[config.mk]
export PLATFORM = sky130hd
export DESIGN_NAME = mem_bus_sched
export DESIGN_NICKNAME = d
export VERILOG_FILES = /design/src/rtl/mem_bus_sched.sv
export SDC_FILE = /design/constraint.sdc
export NUM_CORES = 1
export LEC_CHECK = 0
export BUFFER_PORTS_ARGS = -buffer_cell sky130_fd_sc_hd__buf_2
export CORE_MARGIN = 3
export CORE_UTILIZATION = 55
export CTS_CLUSTER_SIZE = 12
export DETAILED_ROUTE_END_ITERATION = 10
export PLACE_DENSITY = 0.86
export REMOVE_ABC_BUFFERS = 1
export SYNTH_ARGS = -nofsm -noshare
export SYNTH_HDL_FRONTEND = slang
export SYNTH_SLANG_ARGS = --single-unit
[constraint.sdc]
create_clock -name clk -period 4.62 [get_ports clk]
set_clock_uncertainty 0.15 [all_clocks]
set_input_delay 0 -clock clk [delete_from_list [all_inputs] [get_ports clk]]
set_output_delay 0 -clock clk [all_outputs]
set_load 0.05 [all_outputs]
[src/rtl/mem_bus_sched.sv]
// Byte-serial scheduler for the single RAM/IO port shared by icache fetch, SLB load and ROB store.
// Define MEM_SCHED_RR_EN for round-robin LOAD/FETCH arbitration; default is fixed STORE > LOAD > FETCH.
module mem_bus_sched #(
    parameter int LINE_BYTES = 16,
    parameter int CNT_W      = 6
) (
    input  logic                    clk,
    input  logic                    rst,
    input  logic                    rdy,
    input  logic                    rb,
    input  logic                    fc_valid,
    input  logic [31:0]             fc_addr,
    output logic                    fc_done,
    output logic [8*LINE_BYTES-1:0] fc_line,
    input  logic                    ld_valid,
    input  logic [31:0]             ld_addr,
    input  logic [3:0]              ld_len,
    output logic                    ld_done,
    output logic [31:0]             ld_data,
    input  logic                    st_valid,
    input  logic [31:0]             st_addr,
    input  logic [31:0]             st_data,
    input  logic [3:0]              st_len,
    output logic                    st_done,
    input  logic                    io_buffer_full,
    input  logic [7:0]              mem_din,
    output logic [7:0]              mem_dout,
    output logic [31:0]             mem_a,
    output logic                    mem_wr
);

    typedef enum logic [1:0] {S_IDLE, S_FETCH, S_LOAD, S_STORE} state_e;

    localparam int               BUF_W  = 8 * LINE_BYTES;
    localparam logic [CNT_W-1:0] LINE_N = CNT_W'(LINE_BYTES);
    localparam logic [CNT_W-1:0] ONE    = CNT_W'(1);

    state_e           state_q, state_d;
    logic [CNT_W-1:0] cnt_q, cnt_d;
    logic [CNT_W-1:0] len_q, len_d;
    logic [31:0]      base_q, base_d;
    logic [31:0]      sdata_q, sdata_d;
    logic [BUF_W-1:0] buf_q, buf_d;
    logic [BUF_W-1:0] line_q, line_d;
    logic [31:0]      ld_data_q, ld_data_d;
    logic             issued_q, issued_d;
    logic             fc_done_q, fc_done_d;
    logic             ld_done_q, ld_done_d;
    logic             st_done_q, st_done_d;

    logic [CNT_W-1:0] cap_idx;
    logic             xfer_active;
    logic             io_blocked;
    logic             pick_load;
    logic [7:0]       st_byte;

`ifdef MEM_SCHED_RR_EN
    logic rr_load_last_q, rr_load_last_d;
    // The requester granted last between LOAD and FETCH loses the next tie.
    assign pick_load = ld_valid && !(fc_valid && rr_load_last_q);
`else
    assign pick_load = ld_valid;
`endif

    assign cap_idx     = cnt_q - ONE;
    assign xfer_active = (state_q != S_IDLE) && (cnt_q != len_q);
    assign io_blocked  = (base_q[17:16] == 2'b11) && io_buffer_full;

    always_comb begin
        st_byte = 8'h00;
        for (int k = 0; k < 4; k++) begin
            if (cnt_q == CNT_W'(k)) st_byte = sdata_q[8*k +: 8];
        end
    end

    assign mem_a    = xfer_active ? (base_q + {{(32-CNT_W){1'b0}}, cnt_q}) : 32'h0;
    assign mem_wr   = xfer_active && (state_q == S_STORE) && rdy && !io_blocked;
    assign mem_dout = (xfer_active && (state_q == S_STORE)) ? st_byte : 8'h00;

    assign fc_done = fc_done_q;
    assign ld_done = ld_done_q;
    assign st_done = st_done_q;
    assign fc_line = line_q;
    assign ld_data = ld_data_q;

    always_comb begin
        state_d   = state_q;
        cnt_d     = cnt_q;
        len_d     = len_q;
        base_d    = base_q;
        sdata_d   = sdata_q;
        buf_d     = buf_q;
        line_d    = line_q;
        ld_data_d = ld_data_q;
        issued_d  = 1'b0;
        fc_done_d = fc_done_q;
        ld_done_d = ld_done_q;
        st_done_d = st_done_q;
`ifdef MEM_SCHED_RR_EN
        rr_load_last_d = rr_load_last_q;
`endif

        // RAM returns data one cycle after the address, even while frozen, so capture ignores rdy.
        for (int i = 0; i < LINE_BYTES; i++) begin
            if (issued_q && (cap_idx == CNT_W'(i))) buf_d[8*i +: 8] = mem_din;
        end

        if (rdy) begin
            fc_done_d = 1'b0;
            ld_done_d = 1'b0;
            st_done_d = 1'b0;
            case (state_q)
                S_IDLE: begin
                    if (st_valid) begin
                        state_d = S_STORE;
                        base_d  = st_addr;
                        sdata_d = st_data;
                        len_d   = {{(CNT_W-4){1'b0}}, st_len};
                        cnt_d   = '0;
                    end else if (!rb && (ld_valid || fc_valid)) begin
                        state_d = pick_load ? S_LOAD : S_FETCH;
                        base_d  = pick_load ? ld_addr : fc_addr;
                        len_d   = pick_load ? {{(CNT_W-4){1'b0}}, ld_len} : LINE_N;
                        cnt_d   = '0;
`ifdef MEM_SCHED_RR_EN
                        rr_load_last_d = pick_load;
`endif
                    end
                end
                S_FETCH, S_LOAD: begin
                    if (rb) begin
                        state_d = S_IDLE;
                    end else if (cnt_q != len_q) begin
                        cnt_d    = cnt_q + ONE;
                        issued_d = 1'b1;
                    end else begin
                        state_d = S_IDLE;
                        if (state_q == S_FETCH) begin
                            fc_done_d = 1'b1;
                            line_d    = buf_d;
                        end else begin
                            ld_done_d = 1'b1;
                            if (len_q == CNT_W'(1))      ld_data_d = {24'h0, buf_d[7:0]};
                            else if (len_q == CNT_W'(2)) ld_data_d = {16'h0, buf_d[15:0]};
                            else                         ld_data_d = buf_d[31:0];
                        end
                    end
                end
                S_STORE: begin
                    if (cnt_q != len_q) begin
                        if (!io_blocked) cnt_d = cnt_q + ONE;
                    end else begin
                        state_d   = S_IDLE;
                        st_done_d = 1'b1;
                    end
                end
                default: state_d = S_IDLE;
            endcase
        end
    end

    always_ff @(posedge clk) begin
        if (rst) begin
            state_q   <= S_IDLE;
            cnt_q     <= '0;
            len_q     <= '0;
            base_q    <= '0;
            sdata_q   <= '0;
            buf_q     <= '0;
            line_q    <= '0;
            ld_data_q <= '0;
            issued_q  <= 1'b0;
            fc_done_q <= 1'b0;
            ld_done_q <= 1'b0;
            st_done_q <= 1'b0;
`ifdef MEM_SCHED_RR_EN
            rr_load_last_q <= 1'b0;
`endif
        end else begin
            state_q   <= state_d;
            cnt_q     <= cnt_d;
            len_q     <= len_d;
            base_q    <= base_d;
            sdata_q   <= sdata_d;
            buf_q     <= buf_d;
            line_q    <= line_d;
            ld_data_q <= ld_data_d;
            issued_q  <= issued_d;
            fc_done_q <= fc_done_d;
            ld_done_q <= ld_done_d;
            st_done_q <= st_done_d;
`ifdef MEM_SCHED_RR_EN
            rr_load_last_q <= rr_load_last_d;
`endif
        end
    end

endmodule

==> results by group <==
Status
  – Outcome: complete, no violations

Detailed routing
  – DRT antenna net count: 0
  – Number of DRC markers in iteration 0: 1,501
  – Vias: 15,710
  – Wire length per cell: 19.16 microns
  – # DRC: 0
  – Via/cell ratio: ~6.0
  – DR pass1 iterations: 5
  – Final WL: 49,960 microns

Layout
  – Most frequent cells in the layout: dfxtp_1, buf_2, nor2_1
  – Nets: 2,381
  – Share of cells above drive strength 1: 22.22%
  – Layout area overhead: 27.09%
  – Most common cell after layout, fill and taps aside: dfxtp_1

Floorplan
  – I/O pins: 356
  – Die Wd: approximately 180 microns
  – Core Region: approximately 0.028 sq mm
  – Initial Util: a little under three fifths
  – Core Rows: 61
  – Die Area: about 0.031 sq mm
  – Die Ht: 176.9 microns

Timing
  – Final TNS setup: 0 ns
  – Pins Over Slew Limit: 0
  – Final setup margin: 0.8071 ns
  – Final setup fails: 0
  – Fin. Hold Viols: 0
  – Final Cycle Share: 82.53%
  – Worst slew margin: 13.75%
  – Slew @ Worst Pin: between 1 and 1.5 ns
  – Hold Slack: 0.07123 ns
  – Fmax: 0.2623 GHz
  – Crit path time final: 3.813 ns
  – RSZ-0062 raised after global routing: no

CTS
  – # H-tree levels: 2
  – Clock Sinks: 369
  – Clock Latency Late Sink: around 0.52 ns
  – Num CTS Buffers: 38
  – Clk slew on worst S/H paths: 0.06 ns
  – Post-CTS sizing: 0
  – CTS tree: yes
  – Root Driver: clkbuf_16
  – # hold bufs at CTS: around 140
  – Clock Tree Buf Depth: 3
  – Post-CTS setup buffer count: 0

Power and ir drop
  – Pwr/cell area: 334.5 mW/mm^2
  – Max VDD drop: 0.3120 mV
  – Pleak: between 8 and 9 nW

Logic synthesis
  – Yosys reg bits: between 300 and 400
  – EDFF count, synth: 0
  – Post-synthesis sequential area ratio: 46.00%
  – Cell variety after synth: 61
  – Ys async rst share: 0%
  – Largest area contributor in the netlist: dfxtp_1
  – Top cell type's share of synthesized area: 46.00%
  – Ranking of synthesized cells by area: dfxtp_1, mux2i_1, nor2_1
  – Synth Warn #: 0
  – Top_reg_cell synth: dfxtp_1
  – Syn Area/Cell: between 8 and 9 sq um
  – Synth Instances: 1,815
  – Post-Syn Area: 0.01606 sq mm

Critical path
  – Worst path cell trace: ha_1 -> a21oi_1 -> o21ai_1 -> a21oi_1 -> o21ai_0 -> a21oi_1 -> buf_2
  – CP max-delay cell: dfxtp_1
  – Most numerous cell on the critical path: a21oi_1
  – CP Max Fanout: 14
  – Worst Path Buf+Inv: 1
  – Critical Path AT: ~3.7 ns
  – CP Capture Type: output port
  – Max incr delay on CP: a little under 0.9 ns
  – Crit path kind: register to output port
  – Crit start category: register
  – CP required: 4.47 ns
  – Crit-path leading delay family: compound AO/OA/AOI/OAI gates

Global route
  – Largest net degree at the start of global routing: 201
  – Initial antenna violation count: 2
  – Vias in the first global route: between 15,000 and 20,000
  – GR Overflow Total: 0
  – Total Routing Usage GR: a little under a third
  – First-pass GRT wire length: 79,600 microns

Place
  – Worst slack, placed: 1.071 ns
  – GPL Wtd Cong: 0.8402
  – Detailed placement HPWL: 29,780 microns
  – Port bufs: 355

Min path
  – Hold Crit Class: input port to register

Job
  – Maxcap violations: 0
==> worst register-to-register path, cell delays in order, from the launching register on <==
cell and delay, ns:
dfxtp_1 0.48, inv_1 0.19, ha_1 0.36, nand2_1 0.15
nor4b_4 0.47, or2_1 1.03, a221oi_1 0.31, a211oi_1 0.33
==> state kept, by name, summed over array words and instances, names as in the netlist <==
signal and flops:
fc_line 128, buf_q 128, ld_data 32, len_q 5
cnt_q 6, ld_done 1, state_q 2, issued_q 1
base_q 32, sdata_q 32, fc_done 1, st_done 1
==> power breakdown <==
| part | switching, W | internal (W) | total (W) |
|---|---|---|---|
| clock | 0.00121 | 0.00165 | 0.00286 |
| sequential | 0.0000493 | 0.00323 | 0.00328 |
| combinational | 0.000420 | 0.000266 | 0.000686 |
| total | 0.00168 | 0.00515 | 0.00683 |
==> layout make-up <==
class / count / area [sq um]
Sequential cell: 369 / 7387
Fill cell: 1967 / 7830
Clock inverter: 6 / 77.57
Inverter: 14 / 52.55
Tap cell: 378 / 473.0
Timing Repair Buffer: 513 / 3393
Clock buffer: 49 / 1054
Multi-Input combinational cell: 1277 / 7968
Antenna cell: 2 / 5.005
==> worst paths after layout <==
kind,depth (start not counted),end,from,slack (ns)
setup / recovery,7,mem_a[17],cnt_q[4],0.81
hold / removal,5,cnt_q[3],io_buffer_full,0.07
setup reg to reg,7,fc_line[50],cnt_q[1],1.07
hold reg to reg,2,sdata_q[13],sdata_q[13],0.31
==> stage by stage <==
stage	std cells	power (W)	utilization [%]	instance area, sq um
2_1_floorplan	1660	0.003645	-	15400
3_3_place_gp	2413	0.003879	63.36	17890
3_5_place_dp	2413	0.003896	63.36	17890
4_1_cts	2606	0.006815	72.26	20400
5_1_grt	2607	0.007037	72.26	20410
6_report	2608	0.006826	72.27	20410
==> cell families after synthesis <==
group	after synthesis	share of synthesized area (%)
DFF	369	46.00
adders and majority gates	16	1.293
muxes	105	6.545
AOI/OAI and AO/OA	477	21.62
and+or+nand+nor	666	19.43
xor gates and xnor gates	13	0.7090
buffers and inverters	169	4.402
==> cells in the mapped netlist, types with 14 or more instances <==
cell       instances
dfxtp_1          369
nor2_1           264
nand2_1          218
a21oi_1          142
clkbuf_1         107
mux2i_1          105
o21ai_0           70
a211oi_1          69
and3_1            49
a211oi_2          40
buf_2             36
a221oi_1          33
a311oi_1          32
and2_1            28
o2bb2ai_1         24
o21ai_1           23
nand3_1           19
or3_1             17
ha_1              15
inv_1             14
==> layer usage <==
layer  routed length [microns]  track usage [%]
met1                     19240            37.91
met2                     23800            51.75
met3                      4104            6.928
met4                      2804            16.04
met5                        10                0
Power figures use the tool's default switching activity.
